**src/rtl/pipe_reg_chain.sv**
```systemverilog
`default_nettype none
// ============================================================================
// Module   : pipe_reg_chain
// Brief    : DEPTH-stage valid/ready register chain with bubble collapsing and
//            synchronous flush. Define PIPE_REG_CHAIN_OCC_EN for occupancy port.
// Revision : 1.0  initial release
// ============================================================================
module pipe_reg_chain #(
    parameter int WIDTH = 32,
    parameter int DEPTH = 2
) (
    input  logic             clk,
    input  logic             rst,
    input  logic             flush,
    input  logic [WIDTH-1:0] in_data,
    input  logic             in_valid,
    output logic             in_ready,
    output logic [WIDTH-1:0] out_data,
    output logic             out_valid,
    input  logic             out_ready
`ifdef PIPE_REG_CHAIN_OCC_EN
    ,
    output logic [$clog2(DEPTH+1)-1:0] occupancy
`endif
);

    logic [DEPTH-1:0][WIDTH-1:0] r_data;
    logic [DEPTH-1:0]            r_valid;
    logic [DEPTH-1:0]            w_may_load;
    logic [DEPTH-1:0][WIDTH-1:0] w_prev_data;
    logic [DEPTH-1:0]            w_prev_valid;
    logic                        w_in_fire;

    // A stage may load when any stage between it and the output is empty,
    // or the output is being drained this cycle.
    always_comb begin
        logic room;
        w_may_load = '0;
        room       = out_ready;
        for (int i = DEPTH - 1; i >= 0; i--) begin
            room          = room | ~r_valid[i];
            w_may_load[i] = room;
        end
    end

    assign in_ready  = w_may_load[0] & ~flush;
    assign w_in_fire = in_valid & in_ready;

    if (DEPTH == 1) begin : g_single
        assign w_prev_data  = in_data;
        assign w_prev_valid = w_in_fire;
    end else begin : g_chain
        assign w_prev_data  = {r_data[DEPTH-2:0], in_data};
        assign w_prev_valid = {r_valid[DEPTH-2:0], w_in_fire};
    end

    // Data only follows a valid word so bubbles never overwrite held data.
    always_ff @(posedge clk or negedge rst) begin
        if (!rst) begin
            r_data  <= '0;
            r_valid <= '0;
        end else begin
            for (int i = 0; i < DEPTH; i++) begin
                if (flush) begin
                    r_valid[i] <= 1'b0;
                end else if (w_may_load[i]) begin
                    r_valid[i] <= w_prev_valid[i];
                end
                if (w_may_load[i] && w_prev_valid[i]) begin
                    r_data[i] <= w_prev_data[i];
                end
            end
        end
    end

    assign out_data  = r_data[DEPTH-1];
    assign out_valid = r_valid[DEPTH-1];

`ifdef PIPE_REG_CHAIN_OCC_EN
    localparam int c_OCC_W = $clog2(DEPTH + 1);

    logic [c_OCC_W-1:0] r_occ;
    logic               w_out_fire;

    assign w_out_fire = out_valid & out_ready;

    always_ff @(posedge clk or negedge rst) begin
        if (!rst) begin
            r_occ <= '0;
        end else if (flush) begin
            r_occ <= '0;
        end else if (w_in_fire && !w_out_fire) begin
            r_occ <= r_occ + c_OCC_W'(1);
        end else if (!w_in_fire && w_out_fire) begin
            r_occ <= r_occ - c_OCC_W'(1);
        end
    end

    assign occupancy = r_occ;
`endif

endmodule
`default_nettype wire

```
**config.mk**
```make
export PLATFORM = sky130hd
export DESIGN_NAME = pipe_reg_chain
export DESIGN_NICKNAME = d
export VERILOG_FILES = /design/src/rtl/pipe_reg_chain.sv
export SDC_FILE = /design/constraint.sdc
export NUM_CORES = 1
export LEC_CHECK = 0
export ABC_AREA = 1
export CORE_UTILIZATION = 44
export DETAILED_ROUTE_END_ITERATION = 10
export GPL_TIMING_DRIVEN = 0
export PLACE_DENSITY = 0.72
export SLEW_MARGIN = 20
export SYNTH_ARGS = -nofsm -noshare
export SYNTH_HDL_FRONTEND = slang
export SYNTH_SLANG_ARGS = --single-unit
export TNS_END_PERCENT = 10
```
**constraint.sdc**
```tcl
create_clock -name clk -period 3.67 [get_ports clk]
set_input_delay 0.9175 -clock clk [delete_from_list [all_inputs] [get_ports clk]]
set_output_delay 0.9175 -clock clk [all_outputs]
set_load 0.01 [all_outputs]
```
==> qor.txt, run 1 <==
area post-placement -> 3760 um2
initial antenna violation count -> 0
top cell type's share of synthesized area -> 56.1%
Setup TNS -> 0 ns
final routed DRC violation total -> 10
Initial Util -> 45.9%
Wirelength per Cell -> 12.7 um
Slew Viols, Final -> 0
CTS HTree Levels -> 3
CP startpoint kind -> input pin
Placed Instances -> 471
most common cell in the netlist -> nand2_1
TritonCTS clock tree -> built
fraction of layout cells with a size suffix above 1 -> 17.6%
failing checks -> DRC
run status -> complete, but fails checks
PortBufs -> 69
skew final -> 0.00755 ns
largest net degree at the start of global routing -> 52
min Tclk post-route -> 3.37 ns
Synth Cell Area -> 2950 um2
final setup vio count -> 0
Main synth FF type -> dfrtp_1
Synth Instances -> 324
core area -> 6420 um2
final count of hold timing violations -> 0
Hold WS -> 0.422 ns
WP data arrival -> 2.45 ns
FF+latch area -> 1650 um2
Post-Syn Nets -> 361
Pwr Density -> 494 nW/um2
die height -> 83.8 um
Final Wtd Congestion -> 0.777
multi-input logic area -> 903 um2
diodes inserted -> 0
number of distinct library cells after synthesis -> 13
Critical Path Max Stage Delay -> 0.52 ns
clk root buf -> clkbuf_8
Synth area leader -> dfrtp_1
Final Instance Area -> 3940 um2
Layout area overhead -> 33.8%
row count -> 29
Die Area -> 7030 um2
Seq/Total Area, Yosys -> 56.1%
ANT nets after route -> 0
Via-to-Cell Ratio -> 4.88
worst setup path class -> input pin to output port
RSZ-0062 raised after global routing -> false
Post-CTS Hold Buffers -> 0
gr ovfl total -> 0
# Post-CTS Setup Buffers -> 0
period utilisation layout -> 91.7%
pre-CTS WS -> 0.303 ns
number of fillers in the final layout -> 570
hpwl dp -> 4.40 mm
clk sinks -> 66
Syn. warnings -> 0
CP max FO -> 10
Synth area leaders -> dfrtp_1, nand2_1, buf_4
CP max stage cell -> clkdlybuf4s50_1
Worst path top cell family by delay -> buffers and inverters
WP buf/inv -> 5
Final WS setup -> 0.304 ns
drt pass-1 iters -> 7
Vias -> 2,377
VDD IR max -> 0.000192 V
I/O pin count -> 71
initial drt markers -> 130
Chip Width -> 83.8 um
Reg clk slew, reported paths -> 0.07 ns
Post-Layout Cell Count -> 487
Syn Area/Cell -> 9.09 um2
flops & latches, synth -> 66
first-pass GRT wire length -> 10.7 mm
WL final -> 6.16 mm
worst min-delay path category -> input pin to async pin
worst-skew pair later-pin latency -> 0.35 ns
Max Clock Freq -> 297 MHz
Post-CTS Resized -> 0
CP required -> 2.75 ns
asr flop ratio synth -> 100%
Final nets -> 442
leakage -> 2.02 nW
crit-path cells -> clkdlybuf4s50_1 -> inv_1 -> nand3_4 -> buf_2 -> nand2_1 -> inv_1 -> clkdlybuf4s50_1
vias in the first global route -> 2,281
Slew @ Worst Pin -> 0.464 ns
Inserted Clock Buffers -> 9
list of most frequent post-synthesis cells -> nand2_1, dfrtp_1, buf_4
Total Power -> 1.95 mW
Rel. slew slack -> 69.1%
GRT Util Overall -> 19.7%
clk buf depth -> 2
crit path capture type -> output port
EDFF count, synth -> 0
final core utilization -> 61.4%
Max-Cap Viols -> 0
==> where the power goes <==
part	switching, mW	total [mW]	internal [mW]
logic	0.194	0.484	0.290
registers	0.0623	0.904	0.842
clock network	0.261	0.560	0.299
==> cell families (layout without fill, tap and decap cells) <==
kind of cell | count (synthesis) | count (layout) | share of synthesized area (%)
AND/OR/NAND/NOR | 198 | 198 | 30.3
buffers and inverters | 58 | 144 | 13.3
AO/OA/AOI/OAI | 2 | 2 | 0.340
flip-flops | 66 | 66 | 56.1
==> worst reg2reg max path: stages, from the launching register on <==
cell	delay [ns]
dfrtp_1	0.42
nand2_1	0.22
nand2_2	0.14
buf_4	0.20
nand2_1	0.06
nand2_1	0.06
==> registers in the layout, indices dropped and copies added, names as in the netlist <==
signal / cells
r_data: 32
out_data: 32
r_valid: 2
==> path summary, 6_finish.rpt <==
| check | start | end | slack [ns] | cells after the start |
|---|---|---|---|---|
| max reg2reg | r_valid[1]$_DFFE_PN0P_ | out_data[6]$_DFFE_PN0P_ | 2.47 | 5 |
| max in group asynchronous | rst | out_data[8]$_DFFE_PN0P_ | 2.72 | 2 |
| min | rst | out_data[2]$_DFFE_PN0P_ | 0.42 | 1 |
| min in group clk | r_data[11]$_DFFE_PN0P_ | r_data[11]$_DFFE_PN0P_ | 0.47 | 2 |
| max | out_ready | in_ready | 0.30 | 7 |
| min reg2reg | r_data[11]$_DFFE_PN0P_ | r_data[11]$_DFFE_PN0P_ | 0.47 | 2 |
==> layout by cell type (no fill, tap or decap), drive strengths merged <==
cell type,netlist,layout
nand2,132,132
clkdlybuf4s50,0,68
dfrtp,66,66
buf,52,54
nand3,34,34
nand4,32,32
clkbuf,3,17
inv,3,3
o21ai,2,2
clkinv,0,2
==> metal layers <==
layer | routed length (um) | GRT usage, % | share of wire, % | up-vias
li1 | - | - | - | 1191
met1 | 2810 | 25.4 | 46 | 1113
met2 | 2900 | 30.8 | 47 | 59
met3 | 320 | 4.95 | 5.2 | 14
met4 | 131 | 9.87 | 2.1 | 0
met5 | 0 | 0 | 0 | -
==> area by class of cell <==
cell class,count,share of cell area [%]
inverters,3,0.286
clock inverters,2,0.254
flip-flops and latches,66,41.9
multi-input cells,200,22.9
well taps,77,2.44
plain buffers,55,9.65
repair buffers,70,18.2
clock buffers,14,4.38
Note: power is estimated with default switching activity, not from simulation.
==> run 2, diff against run 1 <==
--- a/config.mk
+++ b/config.mk
@@ -6,10 +6,9 @@
 export NUM_CORES = 1
 export LEC_CHECK = 0
 export ABC_AREA = 1
-export CORE_UTILIZATION = 44
+export CORE_UTILIZATION = 37
 export DETAILED_ROUTE_END_ITERATION = 10
 export GPL_TIMING_DRIVEN = 0
-export PLACE_DENSITY = 0.72
 export SLEW_MARGIN = 20
 export SYNTH_ARGS = -nofsm -noshare
 export SYNTH_HDL_FRONTEND = slang
==> qor.txt, run 2 (synthesis results as in run 1) <==
Post-Layout Cell Count -> 511 (was 487)
worst reg-to-reg path cell count -> 5 (unchanged)
Slew @ Worst Pin -> 0.499 ns (was 0.464 ns)
Crit Reg-Reg Startpoint -> r_valid[1]$_DFFE_PN0P_ (unchanged)
r2r setup slk -> 2.47 ns (about the same)
Hold WS -> 0.471 ns (was 0.422 ns)
worst-skew pair later-pin latency -> 0.34 ns (was 0.35 ns)
WP data arrival -> 2.47 ns (was 2.45 ns)
min Tclk post-route -> 3.39 ns (was 3.37 ns)
Die Area -> 8320 um2 (was 7030 um2)
run status -> finished clean (was complete, but fails checks)
RSZ-0062 raised after global routing -> false (unchanged)
Initial Util -> 38.1% (was 45.9%)
Via-to-Cell Ratio -> 4.59 (was 4.88)
initial antenna violation count -> 0 (unchanged)
CP required -> 2.75 ns (about the same)
I/O pin count -> 71 (unchanged)
area post-placement -> 3780 um2 (was 3760 um2)
CP max FO -> 10 (unchanged)
Final Instance Area -> 3970 um2 (was 3940 um2)
final count of hold timing violations -> 0 (unchanged)
Inserted Clock Buffers -> 9 (unchanged)
hpwl dp -> 4.46 mm (was 4.40 mm)
crit path capture type -> output port (unchanged)
PortBufs -> 69 (unchanged)
skew final -> 0.00852 ns (was 0.00755 ns)
Worst R2R End -> out_data[11]$_DFFE_PN0P_ (was out_data[6]$_DFFE_PN0P_)
Final nets -> 442 (unchanged)
Vias -> 2,343 (was 2,377)
TritonCTS clock tree -> built (unchanged)
first-pass GRT wire length -> 10.9 mm (was 10.7 mm)
initial drt markers -> 94 (was 130)
ANT nets after route -> 0 (unchanged)
Final Wtd Congestion -> 0.742 (was 0.777)
row count -> 32 (was 29)
diodes inserted -> 0 (unchanged)
largest net degree at the start of global routing -> 42 (was 52)
Slew Viols, Final -> 0 (unchanged)
Max Clock Freq -> 295 MHz (was 297 MHz)
worst setup path class -> input pin to output port (unchanged)
Chip Width -> 91.2 um (was 83.8 um)
Max-Cap Viols -> 0 (unchanged)
Reg clk slew, reported paths -> 0.06 ns (was 0.07 ns)
leakage -> 2.01 nW (was 2.02 nW)
hold path start -> r_data[17]$_DFFE_PN0P_
GRT Util Overall -> 16.9% (was 19.7%)
period utilisation layout -> 92.4% (was 91.7%)
Setup TNS -> 0 ns (unchanged)
core area -> 7730 um2 (was 6420 um2)
Post-CTS Hold Buffers -> 0 (unchanged)
clk sinks -> 66 (unchanged)
drt pass-1 iters -> 4 (was 7)
final routed DRC violation total -> 0 (was 10)
Layout area overhead -> 34.6% (was 33.8%)
Rel. slew slack -> 66.7% (was 69.1%)
vias in the first global route -> 2,304 (was 2,281)
worst min-delay path category -> flop to flop (was input pin to async pin)
clk root buf -> clkbuf_8 (unchanged)
pre-CTS WS -> 0.277 ns (was 0.303 ns)
Final WS setup -> 0.280 ns (was 0.304 ns)
Placed Instances -> 496 (was 471)
final setup vio count -> 0 (unchanged)
VDD IR max -> 0.000226 V (was 0.000192 V)
commonest non-fill, non-tap cells in the layout -> nand2_1, clkdlybuf4s50_1, dfrtp_1, buf_4 (unchanged)
CTS HTree Levels -> 3 (unchanged)
fraction of layout cells with a size suffix above 1 -> 17.4% (was 17.6%)
Hold Crit Depth -> 2
Pwr Density -> 496 nW/um2 (was 494 nW/um2)
Hold EP -> r_data[17]$_DFFE_PN0P_
die height -> 91.2 um (was 83.8 um)
Post-CTS Resized -> 0 (unchanged)
commonest non-fill, non-tap cell in the layout -> nand2_1 (unchanged)
clk buf depth -> 2 (unchanged)
Wirelength per Cell -> 12.5 um (was 12.7 um)
CP startpoint kind -> input pin (unchanged)
# Post-CTS Setup Buffers -> 0 (unchanged)
WL final -> 6.41 mm (was 6.16 mm)
gr ovfl total -> 0 (unchanged)
run 2: worst max path at each step:
stage,start,endpoint,slack [ns],cells after the start
after floorplan,out_ready,in_ready,1.35,5
after global placement,rst,out_data[4]$_DFFE_PN0P_,-0.50,1
after detailed placement,out_ready,in_ready,0.28,7
after CTS,out_ready,in_ready,0.28,7
after global routing,out_ready,in_ready,0.21,7
final,flush,in_ready,0.28,6
run 2: final cells by class:
type,count,area (um2)
plain buffers,55,380
clock buffers,12,145
clock inverters,3,40.0
fillers,743,3760
inverters,3,11.3
multi-input cells,200,903
flip-flops and latches,66,1650
well taps,102,128
repair buffers,70,708
run 2: worst max-delay path: stages:
cell and delay, ns:
clkdlybuf4s50_1 0.47, inv_2 0.17, buf_2 0.25, nand2_1 0.08
inv_1 0.05, clkdlybuf4s50_1 0.53
run 2: stage by stage:
| step | utilization, % | total power [mW] |
|---|---|---|
| 2_1_floorplan | - | 1.17 |
| 3_3_place_gp | 48.7 | 1.39 |
| 5_1_grt | 51.3 | 2.08 |
| 6_report | 51.3 | 1.97 |
| 3_5_place_dp | 48.9 | 1.40 |
| 4_1_cts | 51.3 | 1.99 |
run 2: routing by layer:
layer | global-route usage, % | routed length (um) | share of wire, % | vias to the layer above
li1 | - | - | - | 1189
met1 | 23.6 | 3130 | 49 | 1081
met2 | 24.7 | 2860 | 45 | 64
met3 | 3.27 | 305 | 4.8 | 9
met4 | 8.73 | 114 | 1.8 | 0
met5 | 0 | 0 | 0 | -
run 2: where the power goes:
| group | internal (mW) | total (mW) | switching [mW] |
|---|---|---|---|
| sequential | 0.842 | 0.904 | 0.0622 |
| clock | 0.327 | 0.584 | 0.257 |
| combinational | 0.289 | 0.481 | 0.192 |
| total | 1.46 | 1.97 | 0.512 |
